--- config.mk ---
export PLATFORM = sky130hd
export DESIGN_NAME = btree_switch
export DESIGN_NICKNAME = d
export VERILOG_FILES = /design/src/rtl/btree_switch_pkg.sv /design/src/rtl/btree_switch_fifo.sv /design/src/rtl/btree_switch.sv
export SDC_FILE = /design/constraint.sdc
export NUM_CORES = 1
export LEC_CHECK = 0
export ABC_AREA = 1
export CAP_MARGIN = 0
export CORE_ASPECT_RATIO = 1.5
export CORE_MARGIN = 2
export CORE_UTILIZATION = 25
export DETAILED_ROUTE_END_ITERATION = 6
export PLACE_DENSITY = 0.46
export SKIP_LAST_GASP = 1
export SLEW_MARGIN = 20
export SYNTH_ARGS = -nofsm -noshare
export SYNTH_HDL_FRONTEND = slang
export SYNTH_SLANG_ARGS = --single-unit
export TNS_END_PERCENT = 10
--- constraint.sdc ---
create_clock -name clk -period 8.7 [get_ports clk]
set_clock_uncertainty 0.2 [all_clocks]
set_input_delay 1.74 -clock clk [delete_from_list [all_inputs] [get_ports clk]]
set_output_delay 1.74 -clock clk [all_outputs]
set_load 0.03 [all_outputs]
--- src/rtl/btree_switch_pkg.sv ---
// Shared definitions for the binary-tree NoC switch.
//   - Port indices used to slice the flattened 3-port buses.
//   - route_e: where a FIFO head packet wants to go.
//   - cand_port(): maps (output port, arbiter select bit) to the input port
//     that competes for that output. Select 0 is always the lower-indexed
//     candidate, which is where a freshly reset arbiter points.
package btree_switch_pkg;

  localparam int PORT_LEFT   = 0;
  localparam int PORT_RIGHT  = 1;
  localparam int PORT_PARENT = 2;

  typedef enum logic [1:0] {
    ROUTE_LEFT   = 2'd0,
    ROUTE_RIGHT  = 2'd1,
    ROUTE_PARENT = 2'd2,
    ROUTE_DROP   = 2'd3
  } route_e;

  // An output never takes traffic from its own input port, so each output
  // has exactly two candidates: left {right, parent}, right {left, parent},
  // parent {left, right}.
  function automatic int cand_port(input int out_port, input logic sel);
    case (out_port)
      PORT_LEFT:  return sel ? PORT_PARENT : PORT_RIGHT;
      PORT_RIGHT: return sel ? PORT_PARENT : PORT_LEFT;
      default:    return sel ? PORT_RIGHT  : PORT_LEFT;
    endcase
  endfunction

endpackage

--- src/rtl/btree_switch_fifo.sv ---
// Per-input packet FIFO for btree_switch (module btree_fifo).
// Ports:
//   clk, rst   - clock, asynchronous active-high reset (empties the FIFO)
//   push       - write push_data this cycle (ignored when full)
//   push_data  - packet to store
//   pop        - discard the head this cycle (ignored when empty)
//   full/empty - occupancy flags
//   head       - oldest stored packet, valid whenever !empty
// FifoDepth must be a power of two so the pointers wrap naturally.
module btree_fifo #(
  parameter int TotalWidth = 35,
  parameter int FifoDepth  = 4
) (
  input  logic                  clk,
  input  logic                  rst,
  input  logic                  push,
  input  logic [TotalWidth-1:0] push_data,
  input  logic                  pop,
  output logic                  full,
  output logic                  empty,
  output logic [TotalWidth-1:0] head
);

  localparam int PtrWidth = (FifoDepth > 1) ? $clog2(FifoDepth) : 1;
  localparam logic [PtrWidth-1:0] PtrOne    = PtrWidth'(1);
  localparam logic [PtrWidth:0]   CountOne  = (PtrWidth + 1)'(1);
  localparam logic [PtrWidth:0]   CountFull = (PtrWidth + 1)'(FifoDepth);

  logic [PtrWidth-1:0]   wr_ptr_q, wr_ptr_d;
  logic [PtrWidth-1:0]   rd_ptr_q, rd_ptr_d;
  logic [PtrWidth:0]     count_q, count_d;
  logic [TotalWidth-1:0] mem_q [FifoDepth];
  logic                  do_push, do_pop;

  assign full  = (count_q == CountFull);
  assign empty = (count_q == '0);
  assign head  = mem_q[rd_ptr_q];

  // A pop while full does not free a slot for a same-cycle push: push is
  // gated on the registered full flag only.
  always_comb begin
    do_push  = push & ~full;
    do_pop   = pop & ~empty;
    wr_ptr_d = do_push ? wr_ptr_q + PtrOne : wr_ptr_q;
    rd_ptr_d = do_pop  ? rd_ptr_q + PtrOne : rd_ptr_q;
    unique case ({do_push, do_pop})
      2'b10:   count_d = count_q + CountOne;
      2'b01:   count_d = count_q - CountOne;
      default: count_d = count_q;
    endcase
  end

  always_ff @(posedge clk or posedge rst) begin
    if (rst) begin
      wr_ptr_q <= '0;
      rd_ptr_q <= '0;
      count_q  <= '0;
    end else begin
      wr_ptr_q <= wr_ptr_d;
      rd_ptr_q <= rd_ptr_d;
      count_q  <= count_d;
    end
  end

  // Storage needs no reset: nothing is read until the count says so.
  always_ff @(posedge clk) begin
    if (do_push) begin
      mem_q[wr_ptr_q] <= push_data;
    end
  end

endmodule

--- src/rtl/btree_switch.sv ---
// Three-port binary-tree NoC switch (left child, right child, parent).
// Ports (slice 0 = left, 1 = right, 2 = parent on every 3-wide bus):
//   clk, rst      - clock, asynchronous active-high reset
//   i_data        - incoming packets, TotalWidth bits per port
//   i_data_valid  - incoming packet valid per port
//   o_data_ready  - input FIFO has room, per port
//   o_data        - outgoing packets (registered)
//   o_data_valid  - outgoing packet valid per port (registered)
//   i_data_ready  - downstream can accept, per port
// A packet's destination PE is i_data[DataWidth +: AddressWidth]; nothing in
// a packet is ever modified. Packets leave the subtree through the parent
// when their upper address bits differ from Prefix, otherwise bit [Level]
// picks left/right. Each output arbitrates between its two candidate inputs
// with a 1-bit round-robin pointer.
module btree_switch
  import btree_switch_pkg::*;
#(
  parameter int AddressWidth = 2,
  parameter int DataWidth    = 32,
  parameter int TotalWidth   = 35,
  parameter int Level        = 0,
  parameter int Prefix       = 0,
  parameter int FifoDepth    = 4
) (
  input  logic                    clk,
  input  logic                    rst,
  input  logic [3*TotalWidth-1:0] i_data,
  input  logic [2:0]              i_data_valid,
  output logic [2:0]              o_data_ready,
  output logic [3*TotalWidth-1:0] o_data,
  output logic [2:0]              o_data_valid,
  input  logic [2:0]              i_data_ready
);

  localparam bit IsRoot = (Level == AddressWidth - 1);

  logic [2:0]              fifo_full, fifo_empty, fifo_pop;
  logic [TotalWidth-1:0]   fifo_head [3];
  logic [AddressWidth-1:0] head_dest [3];
  logic [2:0]              goes_up;
  route_e                  head_route [3];

  logic [2:0]              req_a, req_b, sel_b, load_en;
  logic [2:0]              rr_ptr_q, rr_ptr_d;
  logic [2:0]              out_valid_q, out_valid_d;
  logic [TotalWidth-1:0]   out_data_q [3];
  logic [TotalWidth-1:0]   out_data_d [3];

  for (genvar k = 0; k < 3; k++) begin : g_port
    btree_fifo #(
      .TotalWidth(TotalWidth),
      .FifoDepth (FifoDepth)
    ) u_fifo (
      .clk      (clk),
      .rst      (rst),
      .push     (i_data_valid[k] & ~fifo_full[k]),
      .push_data(i_data[k*TotalWidth +: TotalWidth]),
      .pop      (fifo_pop[k]),
      .full     (fifo_full[k]),
      .empty    (fifo_empty[k]),
      .head     (fifo_head[k])
    );

    assign o_data_ready[k] = ~fifo_full[k];
    assign o_data[k*TotalWidth +: TotalWidth] = out_data_q[k];
    assign head_dest[k] = fifo_head[k][DataWidth +: AddressWidth];

    // Shifting out the bits below the subtree boundary leaves exactly the
    // prefix bits; the root owns every address and never sends upward.
    // Parent traffic is always headed down.
    assign goes_up[k] = (k != PORT_PARENT) && !IsRoot &&
                        ((head_dest[k] >> (Level + 1)) != AddressWidth'(Prefix));
  end

  assign o_data_valid = out_valid_q;

  // A child packet that routes back to its own port can only come from a
  // misconfigured tree; it is marked for silent discard.
  always_comb begin
    for (int k = 0; k < 3; k++) begin
      head_route[k] = ROUTE_LEFT;
      if (goes_up[k]) begin
        head_route[k] = ROUTE_PARENT;
      end else if (head_dest[k][Level]) begin
        head_route[k] = ROUTE_RIGHT;
      end
      if (k != PORT_PARENT && int'(head_route[k]) == k) begin
        head_route[k] = ROUTE_DROP;
      end
    end
  end

  // Arbitration and output register loading. An output register accepts a
  // new packet whenever it is empty or being drained this cycle, which keeps
  // one packet per cycle per output under continuous ready. Because every
  // head targets one output only, a head can never be granted twice.
  always_comb begin
    fifo_pop    = '0;
    rr_ptr_d    = rr_ptr_q;
    out_valid_d = out_valid_q;
    req_a       = '0;
    req_b       = '0;
    sel_b       = '0;
    load_en     = '0;
    for (int op = 0; op < 3; op++) begin
      out_data_d[op] = out_data_q[op];
    end

    for (int k = 0; k < 3; k++) begin
      if (!fifo_empty[k] && head_route[k] == ROUTE_DROP) begin
        fifo_pop[k] = 1'b1;
      end
    end

    for (int op = 0; op < 3; op++) begin
      load_en[op] = ~out_valid_q[op] | i_data_ready[op];
      req_a[op] = ~fifo_empty[cand_port(op, 1'b0)] &&
                  (int'(head_route[cand_port(op, 1'b0)]) == op);
      req_b[op] = ~fifo_empty[cand_port(op, 1'b1)] &&
                  (int'(head_route[cand_port(op, 1'b1)]) == op);
      // Contention follows the pointer; a lone requester wins outright.
      sel_b[op] = (req_a[op] & req_b[op]) ? rr_ptr_q[op] : req_b[op];

      if (load_en[op]) begin
        out_valid_d[op] = req_a[op] | req_b[op];
        if (req_a[op] | req_b[op]) begin
          out_data_d[op] = fifo_head[cand_port(op, sel_b[op])];
          fifo_pop[cand_port(op, sel_b[op])] = 1'b1;
          if (req_a[op] & req_b[op]) begin
            rr_ptr_d[op] = ~rr_ptr_q[op];
          end
        end
      end
    end
  end

  always_ff @(posedge clk or posedge rst) begin
    if (rst) begin
      rr_ptr_q    <= '0;
      out_valid_q <= '0;
      for (int op = 0; op < 3; op++) begin
        out_data_q[op] <= '0;
      end
    end else begin
      rr_ptr_q    <= rr_ptr_d;
      out_valid_q <= out_valid_d;
      for (int op = 0; op < 3; op++) begin
        out_data_q[op] <= out_data_d[op];
      end
    end
  end

endmodule

==> results.toml <==
[run_status]
status = "completed"

[critical_path]
arrival_ps = 4670
critPathKind = "reg -> reg"
end_kind = "register"
required_ps = 9000
setup.worst_path.start_class = "register"
cp_max_fo = 73

[yosys]
async_flop_share = 0.2391
synth-seq-area-share = 0.7126
synth_area_sq_um = 22330
avgSynthCellArea_sq_um = 11.82
ys_types = 34
yosys_warnings = 0
synth_fp_nets = 2020
dominantRegCellSynth = "edfxtp_1"
synth_seq_cells = 552
synth_edf_count = 420
synthCells = 1889

[placement]
pre_cts_ws_ps = 4114
port_buffers = 223
place_hpwl_microns = 49160
place.gp.congestion = 0.8002
dp.cells = 3187

[die]
pin_count = 224
die_x_microns = 248.0
core_area_sq_um = 88690
die_area_sq_um = 91790
start_util = 0.2518
rows = 134
die_h_microns = 370.1

[global_routing]
track_usage = 0.1534
grt_start_max_net_pins = 74
overflow = 0
grt_pass1_wl_microns = 102000
use_met2 = 0.2464
met1_usage = 0.1916
first_global_vias = 14816
use_met3 = 0.03550
grt-busiest-layer = "met2"
antenna_found_initial = 11

[sta]
slew_headroom = 0.3253
drv_slew = 0
fmax_ghz = 0.2288
worst_pin_slew_ps = 1008
finalCriticalPeriod_ps = 4371
grt_setup_unrepaired = "false"
fin_ws_ps = 4329
fin_crit_sh = 0.5024
final_hold_viol_count = 0
setup_tns_ps = 0
setup_viol = 0

[clocking]
clock-sinks = 552
hold_buffers = 0
path_clk_slew_ps = 70
cts_tree = "built"
cts_setup_buffers = 0
cts_buffers = 52
cts_max_path_buffers = 3
ctsResizeCount = 0
root_buffer = "clkbuf_16"
cts_max_level = 2
clk_latency_ps = 640

[power]
vdd_drop_max_mv = 0.2388
leakage_nw = 10.21
powerDensity_nw_per_um2 = 418.0

[final_layout]
nFillCells = 8888
area_delta_synth_final_pct = 22.84
seq_area_sq_um = 15920
final_cells = 3286
drive_gt1_frac = 0.06673
finalNetCount = 2216
multiInputGateArea_sq_um = 5629

[drt]
drc = 0
num_vias = 15071
first_pass_iters = 7
postRouteWirelength_microns = 71090
first_iter_violations = 1241
avgRoutedWirePerCell_microns = 21.64
viasPerCell = 4.586
antenna_left = 0

[job]
drv_cap = 0

[hold_path]
hold_class = "reg -> reg"
## cell usage in the layout, fill, tap and decap left out, types with 36 or more instances in the layout
cell / n
a21oi_1: 41
clkbuf_16: 53
clkdlybuf4s50_1: 223
dfrtp_1: 129
edfxtp_1: 420
inv_1: 80
nand2_1: 556
nand3_1: 193
nand4_1: 36
nor2_1: 76
o21ai_0: 76
## cell usage after synthesis (all sizes together), types with 35 or more instances
cell / count / area share
clkbuf: 50 / 0.0086
a21oi: 43 / 0.011
edfxtp: 420 / 0.56
nor2: 90 / 0.016
nand4: 36 / 0.010
nand2: 561 / 0.095
inv: 90 / 0.016
buf: 57 / 0.015
dfrtp: 132 / 0.15
nand3: 197 / 0.045
o21ai: 77 / 0.018
o211ai: 35 / 0.012
## routing by layer
layer | routed length, microns | vias to the layer above
li1 | - | 6991
met1 | 28870 | 7442
met2 | 33380 | 494
met3 | 4754 | 124
met4 | 3945 | 20
met5 | 143 | -
## kinds of logic (layout without fill, tap and decap cells)
group / Yosys count / count (layout) / synth area share
and+or+nand+nor: 885 / 885 / 0.1660
other: 0 / 2 / 0
adders and majority gates: 18 / 18 / 0.01109
AOI/OAI and AO/OA: 222 / 222 / 0.06505
DFF: 552 / 552 / 0.7126
xor gates and xnor gates: 15 / 15 / 0.005883
buffers and inverters: 197 / 436 / 0.03933
## state kept, by name, summed over array words and instances (netlist names)
signal	cells
o_data_valid	3
g_port.u_fifo.mem_q	420
g_port.u_fifo.wr_ptr_q	6
rr_ptr_q	3
o_data	105
g_port.u_fifo.rd_ptr_q	6
g_port.u_fifo.count_q	9
## worst paths after layout
kind	startpoint	endpoint	slack, ps	cells past startpoint
worst max-delay path	g_port[1].u_fifo.rd_ptr_q[0]$_DFFE_PP0P_	g_port[2].u_fifo.count_q[2]$_DFFE_PP0P_	4330	16
worst min-delay path	rr_ptr_q[2]$_DFFE_PP0P_	rr_ptr_q[2]$_DFFE_PP0P_	290	1
worst max register to register	g_port[1].u_fifo.rd_ptr_q[0]$_DFFE_PP0P_	g_port[2].u_fifo.count_q[2]$_DFFE_PP0P_	4330	16
worst min register to register	rr_ptr_q[2]$_DFFE_PP0P_	rr_ptr_q[2]$_DFFE_PP0P_	290	1
max in group asynchronous	rst	g_port[0].u_fifo.rd_ptr_q[0]$_DFFE_PP0P_	5460	3
min in group asynchronous	rst	g_port[2].u_fifo.wr_ptr_q[0]$_DFFE_PP0P_	1380	2
## area by class of cell
| cell class | instances | area share |
|---|---|---|
| Antenna cell | 2 | 0.0001824 |
| Clock buffer | 72 | 0.05240 |
| Clock inverter | 25 | 0.007890 |
| Inverter | 90 | 0.01286 |
| Multi-Input combinational cell | 1140 | 0.2052 |
| Sequential cell | 552 | 0.5803 |
| Tap cell | 1156 | 0.05272 |
| Timing Repair Buffer | 249 | 0.08848 |
## worst max-delay path, cell delays in order (launching register included)
cell and delay [ps]:
dfrtp_2 390, buf_4 360, inv_4 660, nand2_1 120, nand3_1 130, nand2_1 100, nand2_1 80, nor2_2 60
nand2_2 530, nand3_1 310, nand2_1 210, ha_1 170, inv_1 70, fa_1 380, a21oi_1 140, o21ai_0 110
xor2_1 160
## report_power, final
group	total [mW]	leakage, nW	internal [mW]	switching, mW
Combinational	5.13	3.97	1.54	3.59
Sequential	4.11	5.43	3.63	0.487
Clock	2.22	0.810	1.22	0.999
## through the flow
step	instance area, sq um	total power, mW	hold slack [ps]	util
floorplan	22330	7.233	241.6	-
global placement	25770	9.279	263.5	0.2906
detailed placement	25770	9.378	268.7	0.2906
CTS	27430	11.62	280.6	0.3093
global route	27430	12.18	301.7	0.3093
finish	27430	11.47	286.4	0.3093
Power figures use the tool's default switching activity.
